## config.mk

```make
export PLATFORM = sky130hd
export DESIGN_NAME = mult_result_buffer
export DESIGN_NICKNAME = d
export VERILOG_FILES = /design/src/rtl/mult_result_buffer.sv
export SDC_FILE = /design/constraint.sdc
export NUM_CORES = 1
export LEC_CHECK = 0
export ABC_AREA = 1
export CAP_MARGIN = 40
export CORE_AREA = 2 2 96 98
export DETAILED_ROUTE_END_ITERATION = 7
export DIE_AREA = 0 0 98 100
export MAX_ROUTING_LAYER = met4
export PLACE_DENSITY = 0.78
export SLEW_MARGIN = 25
export SYNTH_ARGS = -nofsm -noshare
export SYNTH_HDL_FRONTEND = slang
export SYNTH_SLANG_ARGS = --single-unit
```

## constraint.sdc

```tcl
create_clock -name clk -period 2.05 [get_ports clk]
set_clock_uncertainty 0.1 [all_clocks]
set_input_delay 0.41 -clock clk [delete_from_list [all_inputs] [get_ports clk]]
set_output_delay 0.41 -clock clk [all_outputs]
set_load 0.02 [all_outputs]
```

## src/rtl/mult_result_buffer.sv

```systemverilog
// mult_result_buffer
// Output-side flow control for the pipelined Wallace tree multiplier.
// The multiplier pipe is a fixed-latency register chain that cannot stall.
// This block issues operands only while a result slot is guaranteed. It
// tracks each issued product through the pipe with a valid shift register
// and captures it into a first-word-fall-through FIFO as it emerges.
//
// Ports
//   clk        clock, rising edge
//   rst        asynchronous active-low reset
//   in_valid   producer has operands this cycle
//   in_ready   block grants issue this cycle
//   issue      in_valid & in_ready; operands enter the multiplier pipe
//   res_data   multiplier pipe output
//   out_valid  FIFO head holds a product
//   out_ready  consumer accepts the head this cycle
//   out_data   FIFO head product
//   fifo_count entries held in the FIFO
//   inflight   products issued but not yet captured
module mult_result_buffer #(
  parameter int WIDTH   = 10,
  parameter int LATENCY = 5,
  parameter int DEPTH   = 8
) (
  input  logic                       clk,
  input  logic                       rst,
  input  logic                       in_valid,
  output logic                       in_ready,
  output logic                       issue,
  input  logic [WIDTH-1:0]           res_data,
  output logic                       out_valid,
  input  logic                       out_ready,
  output logic [WIDTH-1:0]           out_data,
  output logic [$clog2(DEPTH+1)-1:0] fifo_count,
  output logic [$clog2(DEPTH+1)-1:0] inflight
);

  localparam int CW = $clog2(DEPTH+1);
  localparam int AW = $clog2(DEPTH);

  logic [LATENCY-1:0] vld;
  logic [AW-1:0]      wr_ptr;
  logic [AW-1:0]      rd_ptr;
  logic [WIDTH-1:0]   mem [DEPTH];
  logic               capture;
  logic               pop;
  logic [CW:0]        credit_used;

  // Every issued product owns either a pipe slot or a FIFO entry, so the
  // sum of registered counts is the committed FIFO occupancy. Issuing only
  // while it is below DEPTH makes FIFO overflow impossible.
  assign credit_used = {1'b0, fifo_count} + {1'b0, inflight};
  assign in_ready    = rst & (credit_used < (CW+1)'(DEPTH));
  assign issue       = in_valid & in_ready;

  assign capture   = vld[LATENCY-1];
  assign out_valid = (fifo_count != '0);
  assign pop       = out_valid & out_ready;
  assign out_data  = mem[rd_ptr];

  // Stage boundary: valid shadow of the multiplier pipe and all counters
  always_ff @(posedge clk or negedge rst) begin
    if (!rst) begin
      vld        <= '0;
      inflight   <= '0;
      fifo_count <= '0;
      wr_ptr     <= '0;
      rd_ptr     <= '0;
    end else begin
      vld[0] <= issue;
      for (int k = 1; k < LATENCY; k++) begin
        vld[k] <= vld[k-1];
      end

      case ({issue, capture})
        2'b10:   inflight <= inflight + CW'(1);
        2'b01:   inflight <= inflight - CW'(1);
        default: inflight <= inflight;
      endcase

      case ({capture, pop})
        2'b10:   fifo_count <= fifo_count + CW'(1);
        2'b01:   fifo_count <= fifo_count - CW'(1);
        default: fifo_count <= fifo_count;
      endcase

      // DEPTH is a power of two, so pointer overflow is the modulo wrap.
      if (capture) wr_ptr <= wr_ptr + AW'(1);
      if (pop)     rd_ptr <= rd_ptr + AW'(1);
    end
  end

  // Stage boundary: FIFO storage, data only, never reset
  always_ff @(posedge clk) begin
    if (capture) mem[wr_ptr] <= res_data;
  end

endmodule

```

==> impl_results.md, run 1 <==
- Post-Syn Area: 0.00424 mm²
- Setup TNS: -1.82 ns
- Number of buffers created by CTS: 9
- Launch point of the worst path: rd_ptr[0]
- Worst-Margin Slew: 0.376 ns
- Buf/Inv on CP: 4
- Die Y: 100 µm
- Yosys warns: 0
- WP data arrival: 1.71 ns
- DR vias: 3068
- Fillers: ~700
- Peak VDD IR: slightly above 1 mV
- Failing checks: negative setup slack
- All-Layer GR Usage: 0.209
- Share of cells above drive strength 1: 0.288
- Data required, critical path: approximately 1.5 ns
- Reg clk slew, reported paths: 0.09 ns
- Worst reg-to-reg setup slack: -0.16 ns
- Worst hold path type: reg2reg
- Hold Fails Final Rpt: 0
- Status: complete, but fails checks
- Final critical-path share of the clock period: 1.08
- DR vias/cell: around 5.2
- Core Area: 0.00889 mm²
- Hold wc startpoint: vld[2]
- Syn_nets: 421
- H-tree Lvls: 3
- Rel. slew slack: 0.748
- Initial DRC Count: about 180
- Register area share after synthesis: 0.679
- Clock sinks: 99
- Antenna violations before repair: 0
- EDFF count, synth: 80
- Die area: 0.00980 mm²
- Max-slew violations: 0
- Post-Syn Instances: just under 400
- R2r endpoint: inflight[3]
- CP Cell Sequence: clkinv_4, buf_12, buf_16, o21ai_1, nand2_1, nand2_1, nand2_2, buf_4
- Critical Path Slowest Stage Cell: dfrtp_2
- Worst skew pair latency: 0.36 ns
- Unrepaired setup endpoints after global routing: true
- Crit path to: out_data[3]
- Initial Util: 0.476
- Most used routing layer: met2
- Crit Path Class: reg2out
- WP depth: 8
- Vias in the first global route: 3035
- Number of synthesized register bits: 99
- Post-Route WL: 9.44 mm
- Minimum clock period: 2.22 ns
- Met3 Use GR: 0.0508
- CP top delay family: buffers and inverters
- Final setup violation count: 15
- Crit-path most repeated cell: nand2_1
- Pwr Density: 1490 mW/mm²
- TritonCTS clock tree: built
- Post-DP HPWL: 5.90 mm
- Row cnt: 35
- Post-synthesis cell type count: 20
- CP endpoint kind: primary output
- Dominant synthesized flop cell: edfxtp_1
- Reg2reg path depth: 14
- I/O Buffers: 34
- Max clock buf depth: 2
- Gpl congestion: 0.772
- Area delta synth->final: 32.1%
- Asr flop ratio synth: 0.192
- WL per Instance: between 15 and 20 µm
- FF-to-FF Start: inflight[1]
- Total grt overflow: 0
- Layout Utilization: 0.629
- Root Driver: clkbuf_8
- Max-Cap Viols: 0
- N_diodes: 0
- CP Launch Type: register
- Final setup margin: -0.165 ns
- Avg Cell Area, Syn: ~11 µm²
- Nets: 505
- I/O pin count: 35
- Routed Antenna Nets: 0
- DRC: 0
- Met1 Resource Use GR: 0.252
- Chip Width: 98 µm
- CP max FO: 6
- Initial DRT Pass Iterations: 5
- Largest net degree at the start of global routing: 27
- Grt met2 use: 0.352
- Lkg Pwr: 0.00235 µW
- Worst path max stage delay: 0.45 ns
- Achievable frequency: ~0.45 GHz
- First-pass GRT wire length: 15.1 mm
[worst min path at each step]
stage / cells past startpoint / slack, ns / endpoint
floorplan: 0 / 0.01 / fifo_count[0]
global placement: 0 / 0.24 / vld[4]
detailed placement: 0 / 0.24 / vld[2]
CTS: 0 / 0.26 / vld[3]
global route: 0 / 0.27 / vld[2]
finish: 0 / 0.26 / vld[3]
[timing repair]
item,in CTS,in global routing
endpoints found under the setup margin,18,23
hold buffers,0,0
gates cloned,3,0
buffers inserted,6,6
gates resized for setup,114,27
pin swaps,20,14
[synthesized netlist by cell type, types with 2 or more instances]
| cell type | n | area (µm²) |
|---|---|---|
| buf_2 | 9 | 45.0 |
| clkbuf_1 | 2 | 7.51 |
| dfrtp_1 | 19 | 475 |
| edfxtp_1 | 80 | 2400 |
| fa_1 | 2 | 40.0 |
| ha_1 | 11 | 138 |
| inv_1 | 19 | 71.3 |
| inv_2 | 2 | 7.51 |
| nand2_1 | 122 | 458 |
| nand3_1 | 4 | 20.0 |
| nor2_1 | 63 | 236 |
| o21ai_0 | 16 | 80.1 |
| o21ai_1 | 31 | 155 |
| or2_2 | 3 | 18.8 |
| xnor2_1 | 3 | 26.3 |
| xor2_1 | 4 | 35.0 |
[power by group]
group          internal [µW]  switching (µW)
logic                   2130            2400
clock network            470             702
registers               2440             180
[layout make-up]
cell class	instances	area, µm²	area share
tap	111	139	0.0248
inverter	22	87.6	0.0157
clock inverter	6	57.6	0.0103
clock buffer	10	128	0.0228
timing repair buffer	86	873	0.156
multi-input combinational	260	1430	0.255
sequential	99	2890	0.516
[per-stage QoR]
step                      hold WS (ns)  area (µm²)  worst slack, ns  cells  power [µW]
final                            0.259        5600           -0.165    594        8330
after global routing             0.267        5600           -0.253    594        8900
after CTS                        0.265        5520           -0.163    589        8240
after detailed placement         0.238        5040           -0.412    564        6400
after global placement           0.237        5040           -0.335    564        6250
after floorplan                 0.0144        4310           -0.107    394        4830
[flip-flops by register name, indices dropped and copies added (netlist names)]
signal and count:
rd_ptr 3, inflight 4, fifo_count 4, mem 80, wr_ptr 3, vld 5
[layout by cell type (no fill, tap or decap), types with 3 or more instances in the layout]
cell type and count:
buf_12 5, buf_4 42, buf_6 14, clkbuf_8 9, clkdlybuf4s50_1 15, clkinv_4 4
dfrtp_1 13, dfrtp_2 6, dlymetal6s2s_1 6, edfxtp_1 80, ha_1 4, ha_4 5
inv_1 15, inv_2 5, nand2_1 110, nand2_2 10, nor2_1 56, nor2_2 6
o21ai_0 12, o21ai_1 22, o21ai_2 13, xnor2_1 3, xor2_1 4
[worst reg2reg max path, stage by stage, from the launching register on]
cell	delay, ns
dfrtp_2	0.44
ha_4	0.26
nand3_2	0.06
nand2_1	0.07
nand2_1	0.05
and2_4	0.16
nand2_4	0.07
buf_6	0.09
ha_4	0.15
ha_4	0.20
or2_4	0.23
nand3_2	0.06
nand2_1	0.05
nand2_1	0.06
nand2_1	0.05
[layer usage]
layer | vias to the layer above | routed length (µm)
li1 | 1477 | -
met1 | 1470 | 3760
met2 | 106 | 4880
met3 | 15 | 657
met4 | 0 | 144
met5 | - | 0
[kinds of logic (layout without fill, tap and decap cells)]
group           Yosys count  in the layout  synth area share
compound gates           47             47            0.0555
buf+inv                  35            124            0.0340
xor+xnor                  7              7            0.0145
fa+ha+maj                13             13            0.0419
simple gates            193            193             0.175
flops                    99             99             0.679
No activity file was read; power rests on OpenSTA's default activity.
==> run 2: changes to the inputs <==
--- a/config.mk
+++ b/config.mk
@@ -7,9 +7,9 @@
 export LEC_CHECK = 0
 export ABC_AREA = 1
 export CAP_MARGIN = 40
-export CORE_AREA = 2 2 96 98
+export CORE_AREA = 2 2 101 93
 export DETAILED_ROUTE_END_ITERATION = 7
-export DIE_AREA = 0 0 98 100
+export DIE_AREA = 0 0 103 95
 export MAX_ROUTING_LAYER = met4
 export PLACE_DENSITY = 0.78
 export SLEW_MARGIN = 25
==> run 2 against run 1 <==
Net effect:
- the flow still finishes with violations (negative setup slack)
- register-to-register slack worse by 0.04 ns
- hold slack got worse by 0.0020 ns
- flip-flop and latch count unchanged
- die area shrank 0.15%
- combinational power rose by 10%
- utilization increased by 3.4 points
- setup slack got worse by 0.034 ns
- first-iteration DRC count is 33% higher
- wire length grew 11%
- fmax down 1.5%
- via count grew 3.0%
- total power increased by 5.7%
==> impl_results.md, run 2 (same netlist as run 1, synthesis figures left out) <==
- Peak VDD IR: between 0.8 and 0.9 mV
- Commonest cells after routing, fill and taps aside: nand2_1 (102), edfxtp_1 (80), buf_4 (39)
- Unrepaired setup endpoints after global routing: true
- Worst skew pair latency: 0.35 ns
- DRC: 0
- Failing checks: negative setup slack
- DR vias: 3159
- Worst reg-to-reg setup slack: -0.20 ns
- Vias in the first global route: 3026
- Reg clk slew, reported paths: 0.09 ns
- Crit-path most repeated cell: nand2_1
- Routed Antenna Nets: 0
- Achievable frequency: 0.445 GHz
- Clock sinks: 99
- FF-to-FF Start: inflight[3]
- Core Area: 0.00884 mm²
- Post-DP HPWL: 6.07 mm
- Commonest non-fill, non-tap cell in the layout: nand2_1
- Final setup margin: -0.199 ns
- Crit Path Class: reg2reg
- Reg2reg path depth: 15
- DR vias/cell: approximately 5.2
- CP Cell Sequence: ha_4, nor2_2, nand2_1, nor2_1, and2_4, nand2_4, buf_6, ha_4, ha_4, or2_4, nand2_2, nand2_1, nand2_1, nand2_1, nand2_1
- Initial DRC Count: about 240
- Worst hold path type: reg2reg
- Lkg Pwr: about 0.0024 µW
- Area delta synth->final: 38.5%
- First-pass GRT wire length: 14.6 mm
- Antenna violations before repair: 0
- Final setup violation count: 16
- Hold Fails Final Rpt: 0
- Row cnt: 33
- Die area: 0.00979 mm²
- Total grt overflow: 0
- Top reg by flops: mem
- Initial DRT Pass Iterations: 4
- TritonCTS clock tree: built
- Share of cells above drive strength 1: 0.355
- Die Y: 95 µm
- Buf/Inv on CP: 1
- Post-route cell area: 0.00586 mm²
- Grt met2 use: 0.337
- Pwr Density: 1500 mW/mm²
- Met3 Use GR: 0.0459
- Initial Util: 0.479
- Post-Route WL: 10.4 mm
- WP data arrival: 2.45 ns
- Chip Width: approximately 100 µm
- All-Layer GR Usage: 0.208
- I/O pin count: 35
- Setup TNS: -2.30 ns
- WL per Instance: 17.1 µm
- WHS Path Cells: 0
- Root Driver: clkbuf_8
- Met1 Resource Use GR: 0.256
- Worst-Margin Slew: 0.382 ns
- I/O Buffers: 34
- CP Launch Type: register
- Setup Slack @ Placement: -0.421 ns
- Hold wc startpoint: vld[0]
- R2r endpoint: inflight[3]
- Most used routing layer: met2
- Worst path max stage delay: 0.44 ns
- Hold endpoint: vld[1]
- Cell Area, Placed: 0.00507 mm²
- Max-slew violations: 0
- N_diodes: 0
- Fillers: 629
- Status: complete, but fails checks
- H-tree Lvls: 3
- CP endpoint kind: register
- Max clock buf depth: 2
- Data required, critical path: 2.25 ns
- Max-Cap Viols: 0
- Largest net degree at the start of global routing: 26
- Nets: 509
- Cts hold-fix bufs: 0
- Rel. slew slack: 0.744
- Largest register FFs: 80
- Critical Path Slowest Stage Cell: dfrtp_1
- CP top delay family: simple AND/OR/NAND/NOR gates
- Minimum clock period: 2.25 ns
- CP max FO: 4
- Number of buffers created by CTS: 9
- Final critical-path share of the clock period: 1.10
- Gpl congestion: 0.860
- Top flop regs: mem x80, vld x5
run 2: worst max-delay path by stage:
| stage | end | slack (ns) | cells after the start | startpoint |
|---|---|---|---|---|
| 2_1_floorplan | inflight[3] | -0.11 | 13 | inflight[1] |
| 3_3_place_gp | issue | -0.34 | 7 | rst |
| 3_5_place_dp | inflight[3] | -0.42 | 15 | rst |
| 4_1_cts | inflight[3] | -0.17 | 15 | fifo_count[2] |
| 5_1_grt | inflight[3] | -0.29 | 15 | inflight[3] |
| 6_report | inflight[3] | -0.20 | 15 | inflight[3] |
run 2: worst reg2reg max path, stage by stage (launching register included):
cell and delay [ns]:
dfrtp_1 0.44, ha_4 0.19, nor2_2 0.10, nand2_1 0.05, nor2_1 0.09, and2_4 0.17, nand2_4 0.05, buf_6 0.12
ha_4 0.18, ha_4 0.22, or2_4 0.24, nand2_2 0.07, nand2_1 0.04, nand2_1 0.05, nand2_1 0.05, nand2_1 0.05
run 2: layer usage:
layer	vias up	wire length [µm]
met2	149	5470
li1	1483	-
met1	1511	3950
met5	-	0
met3	16	831
met4	0	189
run 2: cell type report:
type / instances / area (µm²) / area share
Clock inverter: 7 / 57.6 / 0.00981
Sequential cell: 99 / 2890 / 0.492
Clock buffer: 9 / 124 / 0.0211
Inverter: 22 / 87.6 / 0.0149
Multi-Input combinational cell: 260 / 1580 / 0.269
Tap cell: 122 / 153 / 0.0260
Timing Repair Buffer: 90 / 982 / 0.167
run 2: per-stage QoR:
stage          total power (µW)  hold WS (ns)   util  instances
6_report                   8800         0.257  0.664        609
5_1_grt                    9320         0.271  0.664        609
4_1_cts                    7870         0.263  0.612        596
3_5_place_dp               6340         0.241  0.573        577
3_3_place_gp               6210         0.233  0.573        577
2_1_floorplan              4830        0.0144      -        394
run 2: timing repair:
action | CTS | global route
endpoints found under the setup margin | 20 | 23
pin swaps | 12 | 40
gates cloned | 1 | 6
setup buffers | 2 | 8
gates resized for setup | 110 | 86
run 2: power by group:
group | leakage, µW | internal (µW) | switching, µW
Combinational | 0.00137 | 2350 | 2650
Clock | 0.0000902 | 461 | 692
Sequential | 0.000954 | 2440 | 202
==> run 3: changes to the inputs <==
--- a/config.mk
+++ b/config.mk
@@ -8,10 +8,12 @@
 export ABC_AREA = 1
 export CAP_MARGIN = 40
 export CORE_AREA = 2 2 101 93
+export CTS_BUF_LIST = sky130_fd_sc_hd__clkbuf_8
 export DETAILED_ROUTE_END_ITERATION = 7
 export DIE_AREA = 0 0 103 95
 export MAX_ROUTING_LAYER = met4
 export PLACE_DENSITY = 0.78
+export SKIP_CTS_REPAIR_TIMING = 1
 export SLEW_MARGIN = 25
 export SYNTH_ARGS = -nofsm -noshare
 export SYNTH_HDL_FRONTEND = slang
==> run 3 against run 2 <==
Net effect:
- the flow still finishes with violations (negative setup slack)
- wire length shrank 6.7%
- register-to-register slack is essentially flat
- combinational power shrank 10%
- total power shrank 5.9%
- first-iteration DRC count shrank 23%
- non-clock buffer count shrank 6
- hold slack is essentially flat
- setup slack lost 0.0075 ns
- global-route usage shrank 0.92 points
- clock power is essentially flat
- sequential power is essentially flat
- fmax shrank 0.33%
- largest cell class unchanged
- largest power group unchanged
==> impl_results.md, run 3 (same netlist as run 1, synthesis figures left out) <==
- CP endpoint kind: register
- WP data arrival: ~2.5 ns
- I/O Buffers: 34
- Lkg Pwr: between 0.002 and 0.0025 µW
- Final setup violation count: 16
- Reg clk slew, reported paths: 0.09 ns
- CP Launch Type: register
- Antenna violations before repair: 0
- Int Pwr: 4960 µW
- Minimum clock period: 2.26 ns
- Max-Cap Viols: 0
- Clock power share: 0.139
- Commonest cells after routing, fill and taps aside: nand2_1 (109), edfxtp_1 (80), nor2_1 (57)
- Pwr Density: 1470 mW/mm²
- Post-DP HPWL: 6.07 mm
- DR vias/cell: 5.09
- Gpl congestion: roughly 0.86
- Final setup margin: -0.207 ns
- Core Area: roughly 0.0088 mm²
- Worst hold path type: reg2reg
- Share of cells above drive strength 1: 0.295
- CP max FO: 4
- Vias in the first global route: 2972
- First-pass GRT wire length: about 14 mm
- Top reg by flops: mem
- Commonest non-fill, non-tap cell in the layout: nand2_1
- Post-Route WL: approximately 10 mm
- Crit Path Class: reg2reg
- Status: complete, but fails checks
- Rel. slew slack: 0.719
- Failing checks: negative setup slack
- H-tree Lvls: 3
- Initial DRT Pass Iterations: 4
- Max-slew violations: 0
- N_diodes: 0
- I/O pin count: 35
- Unrepaired setup endpoints after global routing: true
- Total grt overflow: 0
- Die Y: 95 µm
- Worst reg-to-reg setup slack: -0.21 ns
- Number of buffers created by CTS: 9
- DR vias: 3070
- Nets: 503
- Chip Width: 103 µm
- Worst skew pair latency: around 0.35 ns
- Hold Fails Final Rpt: 0
- All-Layer GR Usage: 0.199
- Routed Antenna Nets: 0
- WL per Instance: 16.1 µm
- Root Driver: clkbuf_8
- Cell Area, Placed: approximately 0.0051 mm²
- Max clock buf depth: 2
- Row cnt: 33
- Initial Util: 0.479
- Data required, critical path: 2.25 ns
- TritonCTS clock tree: built
- Largest net degree at the start of global routing: 26
- P_sw: 3320 µW
- Clock sinks: 99
- Peak VDD IR: 0.908 mV
- Achievable frequency: 0.443 GHz
- Sequential power share: 0.318
- Worst-Margin Slew: ~0.42 ns
- Post-route cell area: around 0.0056 mm²
- Die area: 0.00979 mm²
- DRC: 0
- Switch share: 0.401
- Final critical-path share of the clock period: 1.10
- Top flop regs: mem x80, vld x5
- Layout Utilization: 0.639
- Initial DRC Count: 182
- Largest register FFs: 80
- Combinational power share: 0.543
- Area delta synth->final: 33.3%
==> run 3: metal layers <==
layer / share of wire / vias up / track usage / routed length (µm)
met4: 0.018 / 0 / 0.0768 / 173
met1: 0.40 / 1474 / 0.249 / 3880
met2: 0.52 / 113 / 0.315 / 5060
li1: - / 1468 / - / -
met5: 0 / - / - / 0
met3: 0.064 / 15 / 0.0444 / 624
==> run 3: per-stage QoR <==
step	setup slack (ns)	hold slack (ns)	setup TNS [ns]	instances	total power (µW)
3_3_place_gp	-0.341	0.233	-2.88	577	6210
3_5_place_dp	-0.421	0.241	-3.60	577	6340
5_1_grt	-0.301	0.271	-3.11	603	8810
2_1_floorplan	-0.107	0.0144	-0.332	394	4830
4_1_cts	-0.622	0.263	-7.80	593	7520
6_report	-0.207	0.256	-1.91	603	8280
==> run 3: layout make-up <==
cell class / instances / area [µm²]
Sequential cell: 99 / 2890
Fill cell: 694 / 3190
Clock inverter: 7 / 57.6
Multi-Input combinational cell: 260 / 1470
Inverter: 22 / 92.6
Clock buffer: 9 / 124
Timing Repair Buffer: 84 / 858
Tap cell: 122 / 153
==> run 3: final timing paths <==
path                            cells after the start            end         from
worst max-delay path                               15    inflight[3]  inflight[1]
worst min-delay path                                0         vld[1]       vld[0]
worst max register to register                     15    inflight[3]  inflight[1]
worst min register to register                      0         vld[1]       vld[0]
max in group asynchronous                           2  fifo_count[3]          rst
min in group asynchronous                           2      rd_ptr[0]          rst
==> run 3: power by group through the flow <==
stage               Combinational, µW  Sequential [µW]  Clock (µW)
detailed placement               3710             2630           0
global route                     4890             2660        1260
finish                           4500             2640        1150
CTS                              3750             2590        1180
global placement                 3600             2610           0
floorplan                        2080             2760           0
==> run 3: critical path, stage by stage (launching register included) <==
cell,delay (ns)
dfrtp_2,0.44
ha_4,0.26
nand3_2,0.06
nand2_1,0.07
nand2_1,0.06
and2_4,0.17
nand2_4,0.07
buf_6,0.10
ha_4,0.18
ha_4,0.21
or2_4,0.24
nand2_2,0.07
nand2_1,0.04
nand2_1,0.05
nand2_1,0.04
nand2_1,0.05
